## src/rtl/onchip_mem_arbiter.sv

```systemverilog
// Two-master round-robin arbiter in front of a single-port 16-bit on-chip RAM
// with 1-cycle read latency, plus a clear engine that zero-fills every word.
module onchip_mem_arbiter #(
    parameter int ADDR_W = 14,
    parameter int DATA_W = 16,
    parameter int BE_W   = 2,
    parameter int DEPTH  = 15360
) (
    input  logic              clk,
    input  logic              reset_n,
    // master 0 (CPU data)
    input  logic [ADDR_W-1:0] m0_address,
    input  logic [BE_W-1:0]   m0_byteenable,
    input  logic              m0_read,
    input  logic              m0_write,
    input  logic [DATA_W-1:0] m0_writedata,
    output logic              m0_waitrequest,
    output logic [DATA_W-1:0] m0_readdata,
    output logic              m0_readdatavalid,
    // master 1 (logger / DMA)
    input  logic [ADDR_W-1:0] m1_address,
    input  logic [BE_W-1:0]   m1_byteenable,
    input  logic              m1_read,
    input  logic              m1_write,
    input  logic [DATA_W-1:0] m1_writedata,
    output logic              m1_waitrequest,
    output logic [DATA_W-1:0] m1_readdata,
    output logic              m1_readdatavalid,
    // clear engine
    input  logic              clear_req,
    output logic              clear_busy,
    output logic              clear_done,
    // RAM side
    output logic [ADDR_W-1:0] mem_address,
    output logic [BE_W-1:0]   mem_byteenable,
    output logic              mem_chipselect,
    output logic              mem_write,
    output logic [DATA_W-1:0] mem_writedata,
    input  logic [DATA_W-1:0] mem_readdata
);

    localparam logic [ADDR_W:0]   DEPTH_EXT = (ADDR_W+1)'(DEPTH);
    localparam logic [ADDR_W-1:0] LAST_ADDR = ADDR_W'(DEPTH - 1);

    typedef enum logic {
        RUN   = 1'b0,
        CLEAR = 1'b1
    } state_t;

    state_t            state_reg, state_next;
    logic              prio_reg, prio_next;
    logic [ADDR_W-1:0] clr_cnt_reg, clr_cnt_next;
    logic              pend_valid_reg, pend_valid_next;
    logic              pend_sel_reg, pend_sel_next;
    logic              pend_oor_reg, pend_oor_next;
    logic              clear_done_reg, clear_done_next;

    // per-master views so the grant mux can index by master number
    logic [1:0]        req;
    logic [1:0]        rd_vec;
    logic [1:0]        wr_vec;
    logic [ADDR_W-1:0] addr_arr [2];
    logic [BE_W-1:0]   be_arr   [2];
    logic [DATA_W-1:0] wd_arr   [2];

    logic              gnt_valid;
    logic              gnt_idx;
    logic              gnt_in_range;

    logic [1:0]        wait_vec;
    logic [1:0]        rdv_vec;
    logic [DATA_W-1:0] rdata_arr [2];

    assign rd_vec      = {m1_read, m0_read};
    assign wr_vec      = {m1_write, m0_write};
    assign req         = rd_vec | wr_vec;
    assign addr_arr[0] = m0_address;
    assign addr_arr[1] = m1_address;
    assign be_arr[0]   = m0_byteenable;
    assign be_arr[1]   = m1_byteenable;
    assign wd_arr[0]   = m0_writedata;
    assign wd_arr[1]   = m1_writedata;

    always_comb begin
        state_next      = state_reg;
        prio_next       = prio_reg;
        clr_cnt_next    = clr_cnt_reg;
        pend_valid_next = 1'b0;
        pend_sel_next   = pend_sel_reg;
        pend_oor_next   = 1'b0;
        clear_done_next = 1'b0;
        gnt_valid       = 1'b0;
        gnt_idx         = 1'b0;
        gnt_in_range    = 1'b0;
        mem_address     = '0;
        mem_byteenable  = '0;
        mem_chipselect  = 1'b0;
        mem_write       = 1'b0;
        mem_writedata   = '0;

        case (state_reg)
            RUN: begin
                if (clear_req) begin
                    state_next = CLEAR;
                end else if (req != 2'b00) begin
                    gnt_valid = 1'b1;
                    gnt_idx   = (req == 2'b11) ? prio_reg : req[1];
                end
            end
            CLEAR: begin
                mem_chipselect = 1'b1;
                mem_write      = 1'b1;
                mem_byteenable = '1;
                mem_address    = clr_cnt_reg;
                if (clr_cnt_reg == LAST_ADDR) begin
                    clr_cnt_next    = '0;
                    state_next      = RUN;
                    clear_done_next = 1'b1;
                end else begin
                    clr_cnt_next = clr_cnt_reg + ADDR_W'(1);
                end
            end
            default: state_next = RUN;
        endcase

        // the handshake is combinational, so hold it off while reset is asserted
        if (!reset_n) begin
            gnt_valid = 1'b0;
        end

        if (gnt_valid) begin
            gnt_in_range   = {1'b0, addr_arr[gnt_idx]} < DEPTH_EXT;
            mem_address    = addr_arr[gnt_idx];
            mem_byteenable = be_arr[gnt_idx];
            mem_writedata  = wd_arr[gnt_idx];
            mem_chipselect = gnt_in_range;
            mem_write      = wr_vec[gnt_idx];
            prio_next      = ~gnt_idx;
            // read+write together is a write: no data phase follows
            if (rd_vec[gnt_idx] && !wr_vec[gnt_idx]) begin
                pend_valid_next = 1'b1;
                pend_sel_next   = gnt_idx;
                pend_oor_next   = ~gnt_in_range;
            end
        end
    end

    always_ff @(posedge clk or negedge reset_n) begin
        if (!reset_n) begin
            state_reg      <= RUN;
            prio_reg       <= 1'b0;
            clr_cnt_reg    <= '0;
            pend_valid_reg <= 1'b0;
            pend_sel_reg   <= 1'b0;
            pend_oor_reg   <= 1'b0;
            clear_done_reg <= 1'b0;
        end else begin
            state_reg      <= state_next;
            prio_reg       <= prio_next;
            clr_cnt_reg    <= clr_cnt_next;
            pend_valid_reg <= pend_valid_next;
            pend_sel_reg   <= pend_sel_next;
            pend_oor_reg   <= pend_oor_next;
            clear_done_reg <= clear_done_next;
        end
    end

    genvar gi;
    generate
        for (gi = 0; gi < 2; gi++) begin : g_master
            assign wait_vec[gi]  = ~(gnt_valid && (gnt_idx == 1'(gi)));
            assign rdv_vec[gi]   = pend_valid_reg && (pend_sel_reg == 1'(gi));
            // out-of-range reads return zero rather than whatever the RAM drives
            assign rdata_arr[gi] = (rdv_vec[gi] && !pend_oor_reg) ? mem_readdata : '0;
        end
    endgenerate

    assign m0_waitrequest   = wait_vec[0];
    assign m1_waitrequest   = wait_vec[1];
    assign m0_readdatavalid = rdv_vec[0];
    assign m1_readdatavalid = rdv_vec[1];
    assign m0_readdata      = rdata_arr[0];
    assign m1_readdata      = rdata_arr[1];
    assign clear_busy       = (state_reg == CLEAR);
    assign clear_done       = clear_done_reg;

endmodule

```

## config.mk

```make
export PLATFORM = sky130hd
export DESIGN_NAME = onchip_mem_arbiter
export DESIGN_NICKNAME = d
export VERILOG_FILES = /design/src/rtl/onchip_mem_arbiter.sv
export SDC_FILE = /design/constraint.sdc
export NUM_CORES = 1
export LEC_CHECK = 0
export CAP_MARGIN = 20
export CORE_MARGIN = 4
export CORE_UTILIZATION = 25
export DETAILED_ROUTE_END_ITERATION = 16
export GPL_TIMING_DRIVEN = 0
export PLACE_DENSITY = 0.68
export SLEW_MARGIN = 10
export SYNTH_ARGS = -nofsm -noshare
export SYNTH_HDL_FRONTEND = slang
export SYNTH_SLANG_ARGS = --single-unit
export TNS_END_PERCENT = 50
```

## constraint.sdc

```tcl
create_clock -name clk -period 2.3 [get_ports clk]
set_clock_uncertainty 0.2 [all_clocks]
set_input_delay 0.345 -clock clk [delete_from_list [all_inputs] [get_ports clk]]
set_output_delay 0.345 -clock clk [all_outputs]
set_load 0.01 [all_outputs]
```

# == After elaboration in Yosys (flattened, before gate mapping) ==
# Index checks and enable logic that the tools add are counted.
# totals
register_bits,20
# op_classes
magnitude_cmp,3
muxes,41
reduce_logical,11
n_bitwise,8
add_sub_neg,1
eq_ne,2
# op_table
cell,n
two-way mux 16 bit,6
two-way mux 14 bit,6
two-way mux 1 bit,23
adder 14 x 1 -> 14 bit (second input constant),1
equality test 14 bit (second input constant),1
less-than comparator 14 bit (second input constant),1
two-way mux 2 bit,5
logical AND 1 bit,7
inverter 1 bit,6
equality test 2 bit (second input constant),1
greater-or-equal comparator 2 bit (second input constant),1
logical NOT 1 bit,2
less-than comparator 1 x 2 -> 1 bit (second input constant),1
inverter 1 -> 2 bit,1
bitwise OR 2 bit,1
one-hot mux 1 bit (2 select lines),1
AND reduction 2 bit,1
nonzero test 2 bit,1

# == Logic depth before layout (Yosys ltp) ==
# Gate-level depths: netlist of the first run.
# logic_depth
ltp_word,14
mapped_depth,7

# == Worst setup path before layout of the first run ==
# No wires, ideal clock.
# synth_timing
path_type,reg-to-output
start,reg state_reg (netlist: clear_busy)
end,out mem_address[1]
n_path_buf,3
t_arrival_ps,1591
setup_slack_ps,164
stages_incl_launch_ff,8
cell_sequence,dfrtp_1 -> buf_6 -> or3b_1 -> nor3_2 -> buf_4 -> buf_6 -> a22oi_1 -> nand2_1
# synth_between
elab_chain_cells,6
elab_cells_between_ends,9
classes_between,mux (8); bitwise (1)
# synth_rtl
element,line_no,source
from (decl),50,"state_t state_reg, state_next;"
from (signal assigned),158,state_reg <= state_next;
two-way mux 1 bit,101,case (state_reg)
inverter 1 -> 2 bit (not written as such),133,mem_address = addr_arr[gnt_idx];
two-way mux 14 bit (not written as such) (3 in series),133,
two-way mux 14 bit *,131,if (gnt_valid) begin
to (decl),34,"output logic [ADDR_W-1:0] mem_address,"
# Mark *: on every way between the ends. The rest lies on a longest branch, timed or not. The select of a mux whose other input is x is not followed.

# == Worst setup path in the final report of the first run ==
# layout_timing
start,reg state_reg (netlist: clear_busy)
end,out mem_writedata[14]
# layout_between
elab_chain_cells,6
elab_cells_between_ends,8
classes_between,mux (7); bitwise (1)
# layout_rtl
element,line_no,source
two-way mux 1 bit,101,
inverter 1 -> 2 bit (not written as such),135,mem_writedata = wd_arr[gnt_idx];
two-way mux 16 bit (not written as such) (3 in series),135,
two-way mux 16 bit *,131,
to (decl),38,"output logic [DATA_W-1:0] mem_writedata,"
# Marks and branches as above.

==> results.md, run 1 <==
* final worst hold slack: -240 ps
* max frequency: 404 MHz
* longest individual stage delay on the worst path: 450 ps
* placer's final routability congestion estimate: 0.767
* highest-utilization routing layer at the global route stage: met2
* critical path required time: 1750 ps
* setup repair after global routing missed its margin: true
* clock sink total: 20
* Crit path top cell by count: buf_6
* core region area: 6490 um2
* Area growth, synth to finish: 111%
* Total Nets Final: 474
* via count: 2,206
* Inserted Diodes: 0
* total gr overflow: 0
* synthesized netlist cell count: 207
* combined buffer and inverter count along the critical path: 4
* antenna violations before repair: 1
* Post-Layout Cell Count: 462
* router iterations before antenna repair: 4
* reg-to-reg setup timing slack: 240 ps
* power per standard cell area: 348 nW/um2
* CP Launch Type: flip-flop
* sum of net half-perimeters after detailed placement: 5800 um
* average cell area after synthesis: 8.22 um2
* number of placement rows: 29
* count of pins over their slew limit: 0
* number of distinct library cells after synthesis: 38
* Detail Route Antenna Nets: 0
* Worst Slack Setup Final: -173 ps
* initial cell density of the core: 26.2%
* overall track demand over capacity in global routing: 17.0%
* maximum level of the CTS H-tree: 1
* placed cell count: 441
* master cell of the clock root buffer: clkbuf_8
* remaining routing DRC violations: 0
* total setup violations reported at the end of the flow: 31
* kind of cell adding the most delay to the critical path: simple AND/OR/NAND/NOR gates
* startpoint of the lowest-slack register-to-register path: clear_busy$_DFF_PN0_
* endpoint of the lowest-slack register-to-register path: clr_cnt_reg[12]$_DFFE_PN0P_
* number of buffers added by the clock tree synthesis step: 3
* Worst Setup End Kind: output port
* Top Ports: 159
* worst path cell trace: or3b_4 -> nor3_4 -> buf_6 -> buf_6 -> buf_6 -> a22o_1 -> buf_2
* Slowest cell on crit path: dfrtp_2
* first-pass GRT wire length: 11,700 um
* met1 track demand over resource in global routing: 21.0%
* Die ar.: 8190 um2
* flip-flop and latch count after synthesis: 20
* Worst Path Arrival: 1930 ps
* Global Route met2 Usage: 30.5%
* Max IR drop VDD: 0.000356 V
* kind of critical path: flip-flop to output port
* post-synthesis instance area: 1700 um2
* grt met3 use: 4.58%
* Vert. Die Dim: 90.5 um
* violations in the final reports: hold timing, setup timing
* transition time at the pin with the least slew margin: 555 ps
* status: complete, but fails checks
* final sum of negative setup slack: -3710 ps
* post-layout minimum cycle time: 2470 ps
* CTS max path bufs: 2
* wire length per cell: 15.7 um
* final worst-path cycle share: 108%
* initial DRC count: 88
* worst min-delay path category: primary input to asynchronous set/reset pin
* critical path fanouts, max: 5
* width of the die: 90.5 um
* Leak: 1.82 nW
* normalized max-slew margin: 62.9%
* final core utilization: 55.2%
* maximum number of pins on one net before global-route repair: 23
* overall routed net length: 7250 um
* IO Port Bufs: 157
* clock-pin transition on the worst setup and hold timing paths: 70 ps
* detailed-route vias per instance: 4.77
* Yosys warnings: 0
* Post-Syn Nets: 295
* max FFs per register: 14
* insertion delay to the later sink of the worst-skew pair: 260 ps
* count of endpoints failing hold in the final timing report: 20
* max-capacitance violation count: 0
* post-layout instance area: 3590 um2
* instance area after placement: 3370 um2
* filler cell count: 640
* clock tree from TritonCTS: built
* Seq/Total Area, Yosys: 29.4%
* fraction of layout cells with a size suffix above 1: 23.9%
* via count of the first global-routing pass: 2,179
* cells on worst reg2reg path: 6
-- worst max path at each step --
stage,start,to,slack [ps],cells past startpoint
floorplan,clear_busy$_DFF_PN0_,mem_address[1],160,7
global placement,reset_n,mem_address[3],-1560,8
detailed placement,reset_n,mem_address[3],-1560,8
CTS,clear_busy$_DFF_PN0_,mem_writedata[14],-170,8
global route,clear_busy$_DFF_PN0_,mem_address[8],-300,7
finish,clear_busy$_DFF_PN0_,mem_writedata[14],-170,7
-- report_power, final --
group          switching [mW]  total, mW  internal (mW)
logic                   0.197      0.481          0.284
clock network           0.115      0.267          0.152
registers              0.0830      0.500          0.417
total                   0.395       1.25          0.853
-- area by class of cell --
type | count | area, um2 | area share, %
Timing Repair Buffer | 176 | 1590 | 44.3
Clock buffer | 4 | 55.1 | 1.53
Buffer | 13 | 110 | 3.07
Multi-Input combinational cell | 168 | 1210 | 33.9
Sequential cell | 20 | 503 | 14.0
Inverter | 4 | 17.5 | 0.488
Tap cell | 77 | 96.3 | 2.69
-- synth_stat cells, drive strengths merged --
cell type / number / area [um2]
a21o: 1 / 7.51
a21oi: 3 / 15.0
a221o: 2 / 20.0
a22o: 16 / 140
a22oi: 10 / 75.1
and2: 35 / 219
and3: 2 / 12.5
and4: 2 / 17.5
buf: 8 / 55.1
clkbuf: 7 / 26.3
dfrtp: 20 / 500
ha: 1 / 12.5
inv: 4 / 15.0
mux2: 2 / 22.5
mux2i: 5 / 50.1
nand2: 33 / 124
nand2b: 1 / 6.26
nand3: 3 / 15.0
nand4: 6 / 43.8
nor2: 11 / 41.3
nor2b: 1 / 6.26
nor3: 2 / 20.0
nor3b: 5 / 37.5
nor4b: 1 / 8.76
o21a: 2 / 15.0
o21ai: 6 / 30.0
o21bai: 1 / 7.51
o221a: 1 / 11.3
o221ai: 1 / 15.0
o22ai: 1 / 6.26
o41ai: 1 / 16.3
or3: 2 / 12.5
or3b: 1 / 8.76
xnor2: 6 / 52.6
xor2: 4 / 35.0
-- cells in the final DEF (no fill, tap or decap), drive strengths merged, types with 2 or more instances in the layout --
cell type	instances
and2	35
mux2i	5
nor2	11
buf	61
and3	2
dfrtp	20
nand4	6
inv	4
xor2	4
and4	2
a22oi	10
nor3	2
dlygate4sd2	30
nand2	33
a21oi	3
mux2	2
nor3b	5
a22o	16
dlymetal6s2s	5
nand3	3
clkdlybuf4s50	85
clkbuf	10
o21a	2
a221o	2
clkdlybuf4s15	2
o21ai	6
xnor2	6
or3	2
-- routing by layer --
layer / vias to the layer above / routed length, um
li1: 1091 / -
met3: 6 / 495
met1: 1005 / 3040
met4: 2 / 44
met2: 102 / 3650
met5: - / 13
-- cell families (layout without fill, tap and decap cells) --
family,count (synthesis),count (layout),synth area share (%)
AND/OR/NAND/NOR,105,105,33.7
XOR/XNOR,10,10,5.15
multiplexers,7,7,4.26
adder cells (fa/ha/maj),1,1,0.735
buffers and inverters,19,197,5.66
AO/OA/AOI/OAI,45,45,21.1
flip-flops,20,20,29.4
-- per-stage QoR --
stage / total power [mW] / setup WS [ps]
after floorplan: 0.688 / 164
after global placement: 1.01 / -1560
after detailed placement: 1.01 / -1560
after CTS: 1.25 / -170
after global routing: 1.34 / -301
final: 1.25 / -173
-- what timing repair did --
item                                   4_1_cts  5_1_grt
resized for setup                          222       17
buffers inserted                            13        3
pin swaps                                   31       16
setup endpoints to repair                   72       48
endpoints found under the hold margin       20       20
gates cloned                                 3        0
Note: power is estimated with default switching activity, not from simulation.
==> run 2: changes to the inputs <==
--- a/config.mk
+++ b/config.mk
@@ -11,7 +11,6 @@
 export DETAILED_ROUTE_END_ITERATION = 16
 export GPL_TIMING_DRIVEN = 0
 export PLACE_DENSITY = 0.68
-export SLEW_MARGIN = 10
 export SYNTH_ARGS = -nofsm -noshare
 export SYNTH_HDL_FRONTEND = slang
 export SYNTH_SLANG_ARGS = --single-unit
==> results of run 2 <==
Final layout, timing and power as in run 1 (identical DEF).
